**config.mk**
```make
export PLATFORM = sky130hd
export DESIGN_NAME = sincos_angle_decoder
export DESIGN_NICKNAME = d
export VERILOG_FILES = /design/src/rtl/sincos_angle_decoder_pkg.sv /design/src/rtl/sincos_angle_decoder_step.sv /design/src/rtl/sincos_angle_decoder.sv
export SDC_FILE = /design/constraint.sdc
export NUM_CORES = 1
export LEC_CHECK = 0
export BUFFER_PORTS_ARGS = -buffer_cell sky130_fd_sc_hd__buf_2
export CORE_UTILIZATION = 50
export DETAILED_ROUTE_END_ITERATION = 8
export PLACE_DENSITY = 0.71
export SLEW_MARGIN = 5
export SYNTH_ARGS = -nofsm -noshare
export SYNTH_HDL_FRONTEND = slang
export SYNTH_HIERARCHICAL = 1
export SYNTH_SLANG_ARGS = --single-unit
export TNS_END_PERCENT = 1
```
**constraint.sdc**
```tcl
create_clock -name clk -period 5.74 [get_ports clk]
set_input_delay 0.287 -clock clk [delete_from_list [all_inputs] [get_ports clk]]
set_output_delay 0.287 -clock clk [all_outputs]
set_load 0.01 [all_outputs]
```
**src/rtl/sincos_angle_decoder_pkg.sv**
```systemverilog
// Package sincos_pkg: shared types and constants for the sine/cos angle decoder.
// Holds the CORDIC arctangent table, the controller state enum and the
// gain-compensation shift constants used when MAG_COMP_EN is defined.
package sincos_pkg;

    typedef enum logic [1:0] {
        IDLE = 2'd0,
        ROT  = 2'd1,
        DONE = 2'd2
    } state_t;

    // Arctangent table is kept at 2**20 BAU per circle and rounded down to the
    // requested angle width, so any ANGLE_W below 20 gets a correctly rounded table.
    localparam int ATAN_FRAC_W = 20;

    // Shift amounts of x/2 + x/8 - x/64 - x/512 (about 0.6074, the inverse CORDIC gain).
    localparam int MAGC_SH0 = 1;
    localparam int MAGC_SH1 = 3;
    localparam int MAGC_SH2 = 6;
    localparam int MAGC_SH3 = 9;

    // round(atan(2**-i) * 2**20 / (2*pi)) for i = 0..11
    function automatic logic [31:0] atan_ref(input logic [3:0] i);
        logic [31:0] t;
        case (i)
            4'd0:    t = 32'd131072;
            4'd1:    t = 32'd77376;
            4'd2:    t = 32'd40884;
            4'd3:    t = 32'd20753;
            4'd4:    t = 32'd10417;
            4'd5:    t = 32'd5213;
            4'd6:    t = 32'd2607;
            4'd7:    t = 32'd1304;
            4'd8:    t = 32'd652;
            4'd9:    t = 32'd326;
            4'd10:   t = 32'd163;
            4'd11:   t = 32'd81;
            default: t = 32'd0;
        endcase
        return t;
    endfunction

    // Arctangent of step i in BAU for a circle of 2**aw units, rounded to nearest.
    function automatic logic [31:0] atan_bau(input logic [3:0] i, input int aw);
        logic [31:0] t;
        t = atan_ref(i) + (32'd1 << (ATAN_FRAC_W - aw - 1));
        return t >> (ATAN_FRAC_W - aw);
    endfunction

    // Multiply a non-negative magnitude by about 0.6074 with shifts and adds.
    function automatic logic signed [31:0] gain_comp(input logic signed [31:0] x);
        return (x >>> MAGC_SH0) + (x >>> MAGC_SH1) - (x >>> MAGC_SH2) - (x >>> MAGC_SH3);
    endfunction

endpackage

```
**src/rtl/sincos_angle_decoder_step.sv**
```systemverilog
// cordic_vec_step: one combinational CORDIC vectoring micro-rotation.
// Drives y toward zero; the rotation direction follows the sign of the incoming y,
// and both shifted terms use the pre-step x and y.
module cordic_vec_step
    import sincos_pkg::*;
#(
    parameter int W       = 11,
    parameter int ANGLE_W = 10
) (
    input  logic signed [W-1:0]       i_x,
    input  logic signed [W-1:0]       i_y,
    input  logic        [ANGLE_W-1:0] i_z,
    input  logic        [3:0]         i_step,
    output logic signed [W-1:0]       o_x,
    output logic signed [W-1:0]       o_y,
    output logic        [ANGLE_W-1:0] o_z
);

    logic signed [W-1:0]  w_xs;
    logic signed [W-1:0]  w_ys;
    logic [ANGLE_W-1:0]   w_atan;

    assign w_xs   = i_x >>> i_step;
    assign w_ys   = i_y >>> i_step;
    assign w_atan = ANGLE_W'(atan_bau(i_step, ANGLE_W));

    // Rotate clockwise when y is non-negative, counter-clockwise otherwise; z wraps naturally.
    always_comb begin
        o_x = i_x;
        o_y = i_y;
        o_z = i_z;
        if (!i_y[W-1]) begin
            o_x = i_x + w_ys;
            o_y = i_y - w_xs;
            o_z = i_z + w_atan;
        end else begin
            o_x = i_x - w_ys;
            o_y = i_y + w_xs;
            o_z = i_z - w_atan;
        end
    end

endmodule

```
**src/rtl/sincos_angle_decoder.sv**
```systemverilog
// sincos_angle_decoder: recovers phase angle and magnitude from a signed 8-bit
// (sine, cos) pair with an iterative CORDIC, one micro-rotation per clock.
// Optional build macro MAG_COMP_EN: removes the CORDIC gain from mag via a
// shift-add scale applied when the result is registered (angle unaffected).
module sincos_angle_decoder
    import sincos_pkg::*;
#(
    parameter int ITER    = 8,
    parameter int ANGLE_W = 10,
    parameter int MAG_W   = 10
) (
    input  logic               clk,
    input  logic               reset,
    input  logic               in_valid,
    output logic               in_ready,
    input  logic [7:0]         sine,
    input  logic [7:0]         cos,
    output logic               out_valid,
    input  logic               out_ready,
    output logic [ANGLE_W-1:0] angle,
    output logic [MAG_W-1:0]   mag
);

    // One guard bit above MAG_W holds 128*sqrt(2)*1.647 and the +128 from negating -128.
    localparam int W = MAG_W + 1;

    state_t               r_state;
    state_t               w_next;
    logic [3:0]           r_step;
    logic signed [W-1:0]  r_x;
    logic signed [W-1:0]  r_y;
    logic [ANGLE_W-1:0]   r_z;
    logic                 r_zero;
    logic [ANGLE_W-1:0]   r_angle;
    logic [MAG_W-1:0]     r_mag;

    logic signed [W-1:0]  w_sine_ext;
    logic signed [W-1:0]  w_cos_ext;
    logic signed [W-1:0]  w_x0;
    logic signed [W-1:0]  w_y0;
    logic [ANGLE_W-1:0]   w_z0;
    logic signed [W-1:0]  w_xn;
    logic signed [W-1:0]  w_yn;
    logic [ANGLE_W-1:0]   w_zn;
    logic                 w_accept;
    logic                 w_last;

    // Final x to output magnitude; x is never negative after vectoring.
    function automatic logic [MAG_W-1:0] mag_out(input logic signed [W-1:0] x);
        logic signed [31:0] v;
`ifdef MAG_COMP_EN
        v = gain_comp(32'(x));
`else
        v = 32'(x);
`endif
        return v[MAG_W-1:0];
    endfunction

    // Left half-plane inputs are rotated by 180 degrees so the CORDIC only sees x >= 0.
    assign w_sine_ext = {{(W-8){sine[7]}}, sine};
    assign w_cos_ext  = {{(W-8){cos[7]}}, cos};
    assign w_x0       = cos[7] ? -w_cos_ext  : w_cos_ext;
    assign w_y0       = cos[7] ? -w_sine_ext : w_sine_ext;
    assign w_z0       = cos[7] ? {1'b1, {(ANGLE_W-1){1'b0}}} : '0;

    assign in_ready   = reset && (r_state == IDLE);
    assign out_valid  = (r_state == DONE);
    assign angle      = r_angle;
    assign mag        = r_mag;
    assign w_accept   = in_valid && in_ready;
    assign w_last     = (r_step == 4'(ITER - 1));

    cordic_vec_step #(
        .W       (W),
        .ANGLE_W (ANGLE_W)
    ) u_step (
        .i_x    (r_x),
        .i_y    (r_y),
        .i_z    (r_z),
        .i_step (r_step),
        .o_x    (w_xn),
        .o_y    (w_yn),
        .o_z    (w_zn)
    );

    // Controller state register.
    always_ff @(posedge clk or negedge reset) begin
        if (!reset) r_state <= IDLE;
        else        r_state <= w_next;
    end

    // Next-state logic: accept in IDLE, iterate in ROT, hold the result in DONE until taken.
    always_comb begin
        w_next = r_state;
        case (r_state)
            IDLE:    if (w_accept)  w_next = ROT;
            ROT:     if (w_last)    w_next = DONE;
            DONE:    if (out_ready) w_next = IDLE;
            default: w_next = IDLE;
        endcase
    end

    // Working registers: load the pre-rotated sample at the handshake, then one step per clock.
    always_ff @(posedge clk or negedge reset) begin
        if (!reset) begin
            r_x    <= '0;
            r_y    <= '0;
            r_z    <= '0;
            r_step <= '0;
            r_zero <= 1'b0;
        end else if (r_state == IDLE) begin
            if (w_accept) begin
                r_x    <= w_x0;
                r_y    <= w_y0;
                r_z    <= w_z0;
                r_step <= '0;
                r_zero <= (sine == 8'd0) && (cos == 8'd0);
            end
        end else if (r_state == ROT) begin
            r_x    <= w_xn;
            r_y    <= w_yn;
            r_z    <= w_zn;
            r_step <= r_step + 4'd1;
        end
    end

    // Result registers load only on entry to DONE and hold until the next result.
    always_ff @(posedge clk or negedge reset) begin
        if (!reset) begin
            r_angle <= '0;
            r_mag   <= '0;
        end else if ((r_state == ROT) && w_last) begin
            r_angle <= r_zero ? '0 : w_zn;
            r_mag   <= r_zero ? '0 : mag_out(w_xn);
        end
    end

endmodule

```
======== After elaboration in Yosys (flattened, before gate mapping) ========
Memory sizes are Yosys's and may differ from the RTL's.
Index checks and enable logic that the tools add are counted.
cells by class
  $add $sub $neg .......................... 10
  eq/ne operators ......................... 6
  shift-type cells ........................ 2
  multiplexer cells ....................... 24
  reductions and logical operators ........ 11
operator list
  kind                      number
  $mux W11                  10
  $mux W10                  7
  $add A11 B11 Y11          2
  $neg A8 Y11               2
  $sshr A11 B4 Y11          2
  $sub A11 B11 Y11          2
  $add A20 B10 Y20 const B  1
  $logic_not A8 Y1          2
  $mux W4                   3
  $add A10 B10 Y10          1
  $sub A10 B10 Y10          1
  $mux W2                   3
  $pmux W2 S3               1
  $add A4 B1 Y4 const B     1
  $eq A4 B3 Y1 const B      1
  $logic_and A1 B1 Y1       4
  $ne A2 B2 Y1 const B      2
  $reduce_and A2 Y1         2
  $reduce_and A3 Y1         1
  $eq A2 B1 Y1 const B      1
  $eq A2 B2 Y1 const B      1
  $logic_not A2 Y1          1
  $ne A2 B1 Y1 const B      1
  $reduce_bool A2 Y1        1
word-level totals
  bits in registers ....................... 59
  memory bits (read-only) ................. 288
  bits of input ports ..................... 20
  logic and storage cells ................. 62
  memories ................................ 1
memories
  name              depth  bits a word  read ports  clocked after Yosys merged registers in  write ports  RTL line                        source
  (name not given)  16     18           1           0                                        0            sincos_angle_decoder_pkg.sv:25  case (i)

======== Longest topological paths before layout ========
An unclocked memory read counts as a cell.
  depth in word-level cells ............... 6
  depth in mapped cells ................... 23

======== Hierarchy ========
The synthesis kept the hierarchy.
by module, submodules not included
  module                instances  cells an instance  area each (µm²)
  cordic_vec_step       1          448                3385.7
  sincos_angle_decoder  1          294                2881.5

======== Least setup slack after synthesis ========
OpenSTA, ideal clock, no wires.
  kind .................................... register to register
  from .................................... register r_step[3]
  to ...................................... register r_z[9]
  setup time .............................. 0.132 ns
  arrival time ............................ 4.364 ns
  required time ........................... 5.608 ns
  setup slack ............................. 1.245 ns
  stages on the path, launching flop included .. 21
  cells stage by stage .................... dfrtp_1 -> clkbuf_1 -> buf_2 -> buf_1 -> clkbuf_1 -> mux2i_1 -> o21ai_0 -> ha_1 -> xnor2_1 -> ha_1 -> o21ai_0 -> ha_1 -> nor2b_1 -> o31a_1 -> o21ai_0 -> nand2b_1 -> a21o_1 -> a211oi_1 -> xnor2_1 -> a21oi_1 -> o21ai_1
on the way
  longest elaborated chain between the ends .. 6
  elaborated cells between the ends (all ways) .. 7
ends and longest elaborated chain
  what                                                  RTL line                                                          source
  start: declaration                                    sincos_angle_decoder.sv:29                                        logic [3:0] r_step;
  start signal: assignment                              sincos_angle_decoder.sv:123                                       r_step <= r_step + 4'd1;
  $mem_v2 Z16 W18 (*)                                   n/a
  $add A20 B10 Y20 (*)                                  sincos_angle_decoder_pkg.sv:46                                    t = atan_ref(i) + (32'd1 << (ATAN_FRAC_W - aw - 1));
  $add A10 B10 Y10 or $sub A10 B10 Y10 (tied branches)  sincos_angle_decoder_step.sv:35, sincos_angle_decoder_step.sv:39
  $mux W10 (*)                                          sincos_angle_decoder_step.sv:32                                   if (!i_y[W-1]) begin
  via w_zn[9]                                           sincos_angle_decoder.sv:44                                        logic [ANGLE_W-1:0] w_zn;
  $mux W10 (*)                                          sincos_angle_decoder.sv:119                                       end else if (r_state == ROT) begin
  $mux W10 (*)                                          sincos_angle_decoder.sv:111                                       end else if (r_state == IDLE) begin
  end signal: assignment                                sincos_angle_decoder.sv:115                                       r_z <= w_z0;
  end signal: assignment                                sincos_angle_decoder.sv:122                                       r_z <= w_zn;
  end: declaration                                      sincos_angle_decoder.sv:32                                        logic [ANGLE_W-1:0] r_z;
The timed path passes the listed nets; every way through them passes the cells marked *. The select of a mux whose other input is x is not followed.
A chain may end at the register's enable or synchronous reset.

======== Worst setup path in the final report ========
  from .................................... register r_step[1]
  to ...................................... register r_z[9]
The elaborated chain is that of the path after synthesis.

==> results.py <==
metrics = {
    "synth": {
        "ys_types": 75,
        "syn_area_mm2": 0.00627,
        "netlist_instances": 742,
        "synth-edff-count": 0,
        "async_flop_share_pct": 100,
        "synth_flop_cell": "dfrtp_1",
        "ys_ff_latch": 59,
        "syn_area_per_cell_um2": 8.45,
        "synthTopCellsByArea": "dfrtp_1 24%, ha_1 8.0%, mux2i_1 5.7%",
        "yosys_warnings": 6,
        "seq_area_frac_synth_pct": 23.6,
        "synth_largest_area_cell": "dfrtp_1",
        "synth_fp_nets": 805,
        "synth_top_area_share_pct": 23.6,
    },
    "global_route": {
        "antenna_found_initial": 0,
        "grt_max_degree": 46,
        "grt_usage_pct": 27.0,
        "grt_pass1_vias": 5477,
        "grt_overflow": 0,
        "grt_pass1_wl_mm": 27.5,
    },
    "sta": {
        "setup_viol": 0,
        "slew_viol_final": 0,
        "finalHoldViolations": 0,
        "fin_skew_ns": 0.00812,
        "fmaxAchievable_mhz": 200,
        "period_minus_slack_ns": 5.01,
        "finalSetupTns_ns": 0,
        "fin_crit_sh_pct": 87.3,
        "rsz0062_at_grt": "false",
        "slew_headroom_pct": 23.5,
        "tightest_slew_ns": 1.15,
    },
    "floorplanning": {
        "die_w_um": 114,
        "rows": 40,
        "initial_core_util_pct": 51.7,
        "die_area_mm2": 0.0130,
        "ios": 42,
        "die_h_um": 114,
        "core-area_mm2": 0.0121,
    },
    "critical_path": {
        "arrival_ns": 5.19,
        "cp-end-kind": "register",
        "required_ns": 5.92,
        "crit_type": "reg2reg",
        "worstPathMaxFanout": 13,
        "startpoint_type": "register",
    },
    "place": {
        "io_buffers": 41,
        "hpwl_mm": 12.7,
        "gp_congestion": 0.896,
    },
    "clock_tree": {
        "cts_tree": "built",
        "numCtsBuffers": 9,
        "cts.clk_slew.worst_paths_ns": 0.05,
        "clk_latency_ns": 0.33,
        "htreeDepth": 3,
        "clkSinkCount": 59,
        "ctsRootBufferMaster": "clkbuf_16",
        "cts_buffer_depth": 2,
    },
    "routing": {
        "num_vias": 5869,
        "first_iter_violations": 442,
        "dr.pass1.iters": 5,
        "wire_per_inst_um": 18.3,
        "vias_per_cell": 6.30,
        "drc_errors": 0,
        "wirelength_mm": 17.0,
        "postRouteAntennaNets": 0,
    },
    "final_layout": {
        "final_cell_mix": "62 x o21ai_0, 59 x dfrtp_1, 54 x nor2_1",
        "syn_to_final_growth_pct": 9.52,
        "n_fill_cell": 1123,
        "layout_commonest_cell": "o21ai_0",
        "fin_nets": 822,
        "antennaDiodeCount": 0,
        "layout-drive-gt1-share_pct": 14.1,
    },
    "min_path": {
        "hp-class": "in2reg",
    },
    "run": {
        "maxCapViolCount": 0,
    },
    "run_status": {
        "outcome": "finished, final reports clean",
    },
}
[what timing repair did]
item / in CTS / in global routing
buffers inserted: 0 / 0
hold buffers: 1 / 0
resized for setup: 0 / 0
hold endpoints to repair: 14 / 0
[worst paths after layout]
path | cells past startpoint | to | start | slack [ns]
worst max register to register | 17 | r_z[9] | r_step[1] | 0.73
worst min register to register | 1 | r_z[8] | r_z[8] | 0.51
min in group asynchronous | 2 | r_x[1] | reset | 0.43
max in group asynchronous | 3 | r_step[0] | reset | 4.40
worst max-delay path | 17 | r_z[9] | r_step[1] | 0.73
worst min-delay path | 3 | r_state[1] | out_ready | 0.22
[cells by family after synthesis]
| kind of cell | Yosys count | synth area share [%] |
|---|---|---|
| simple gates | 225 | 19.0 |
| compound gates | 201 | 21.0 |
| buf+inv | 99 | 6.69 |
| mux | 65 | 13.9 |
| flops | 59 | 23.6 |
| xor+xnor | 50 | 6.99 |
| fa+ha+maj | 43 | 8.94 |
[cells in the mapped netlist, types with 3 or more instances]
master / instances
a21boi_0: 3
a21o_1: 8
a21oi_1: 40
a221oi_1: 3
a22o_1: 13
a22oi_1: 4
a31oi_1: 10
a32oi_1: 8
and2_1: 4
and3_1: 3
buf_1: 7
buf_2: 5
buf_4: 4
clkbuf_1: 29
clkinv_1: 3
dfrtp_1: 59
fa_1: 3
ha_1: 40
inv_1: 47
mux2_2: 14
mux2i_1: 36
mux4_1: 4
mux4_2: 11
nand2_1: 50
nand2b_1: 12
nand3_1: 14
nand3b_1: 23
nand4_1: 4
nor2_1: 54
nor2b_1: 10
nor3_1: 16
nor3b_1: 6
nor4_1: 9
nor4b_1: 5
o21a_1: 6
o21ai_0: 62
o21ai_1: 6
o22ai_1: 4
o31ai_1: 6
o32ai_1: 3
or4_1: 3
xnor2_1: 23
xor2_1: 27
[layout make-up]
cell class	instances	area [um2]	area share (%)
multi-input cells	584	4380	63.8
flip-flops and latches	59	1480	21.5
repair buffers	54	305	4.45
clock buffers	10	229	3.34
well taps	168	210	3.06
inverters	51	191	2.79
clock inverters	6	75.1	1.09
[state kept, by name, indices dropped and copies added (netlist names)]
name     cells
r_z         10
mag         10
r_y         11
r_zero       1
r_step       4
angle       10
r_x         11
r_state      2
[critical path, cell delays in order, from the launching register on]
cell and delay (ns):
dfrtp_1 0.66, inv_2 0.24, ha_1 0.40, nand2b_1 0.14
a21oi_1 0.17, ha_1 0.20, nor3b_1 0.31, nand2_1 0.17
mux2i_1 0.44, nand4_1 0.17, nor2b_1 0.19, o21ai_0 0.38
ha_1 0.35, and3_1 0.17, a211oi_1 0.41, xnor2_1 0.20
a21oi_1 0.17, o21ai_1 0.08
[layer usage]
metal	track usage (%)	vias to the layer above	share of wire (%)
met5	0	-	0
met4	10.8	0	3.0
met3	3.83	48	6.4
met2	42.5	246	47
met1	37.5	2823	44
li1	-	2752	-
[stage by stage]
step                      cell area (um2)  hold WS (ns)  utilization [%]  std cells  worst slack [ns]
final                                6860         0.222             56.7        932             0.729
after global routing                 6860         0.227             56.7        932             0.346
after CTS                            6860         0.213             56.7        932             0.818
after detailed placement             6550         0.238             54.1        915             0.911
after global placement               6550         0.238             54.1        915              1.09
after floorplan                      6270      -0.00859                -        742              1.24
Power is left out: the tool's default activity adds up to more than one toggle a clock period on the data nets, which glitch-free logic cannot reach.
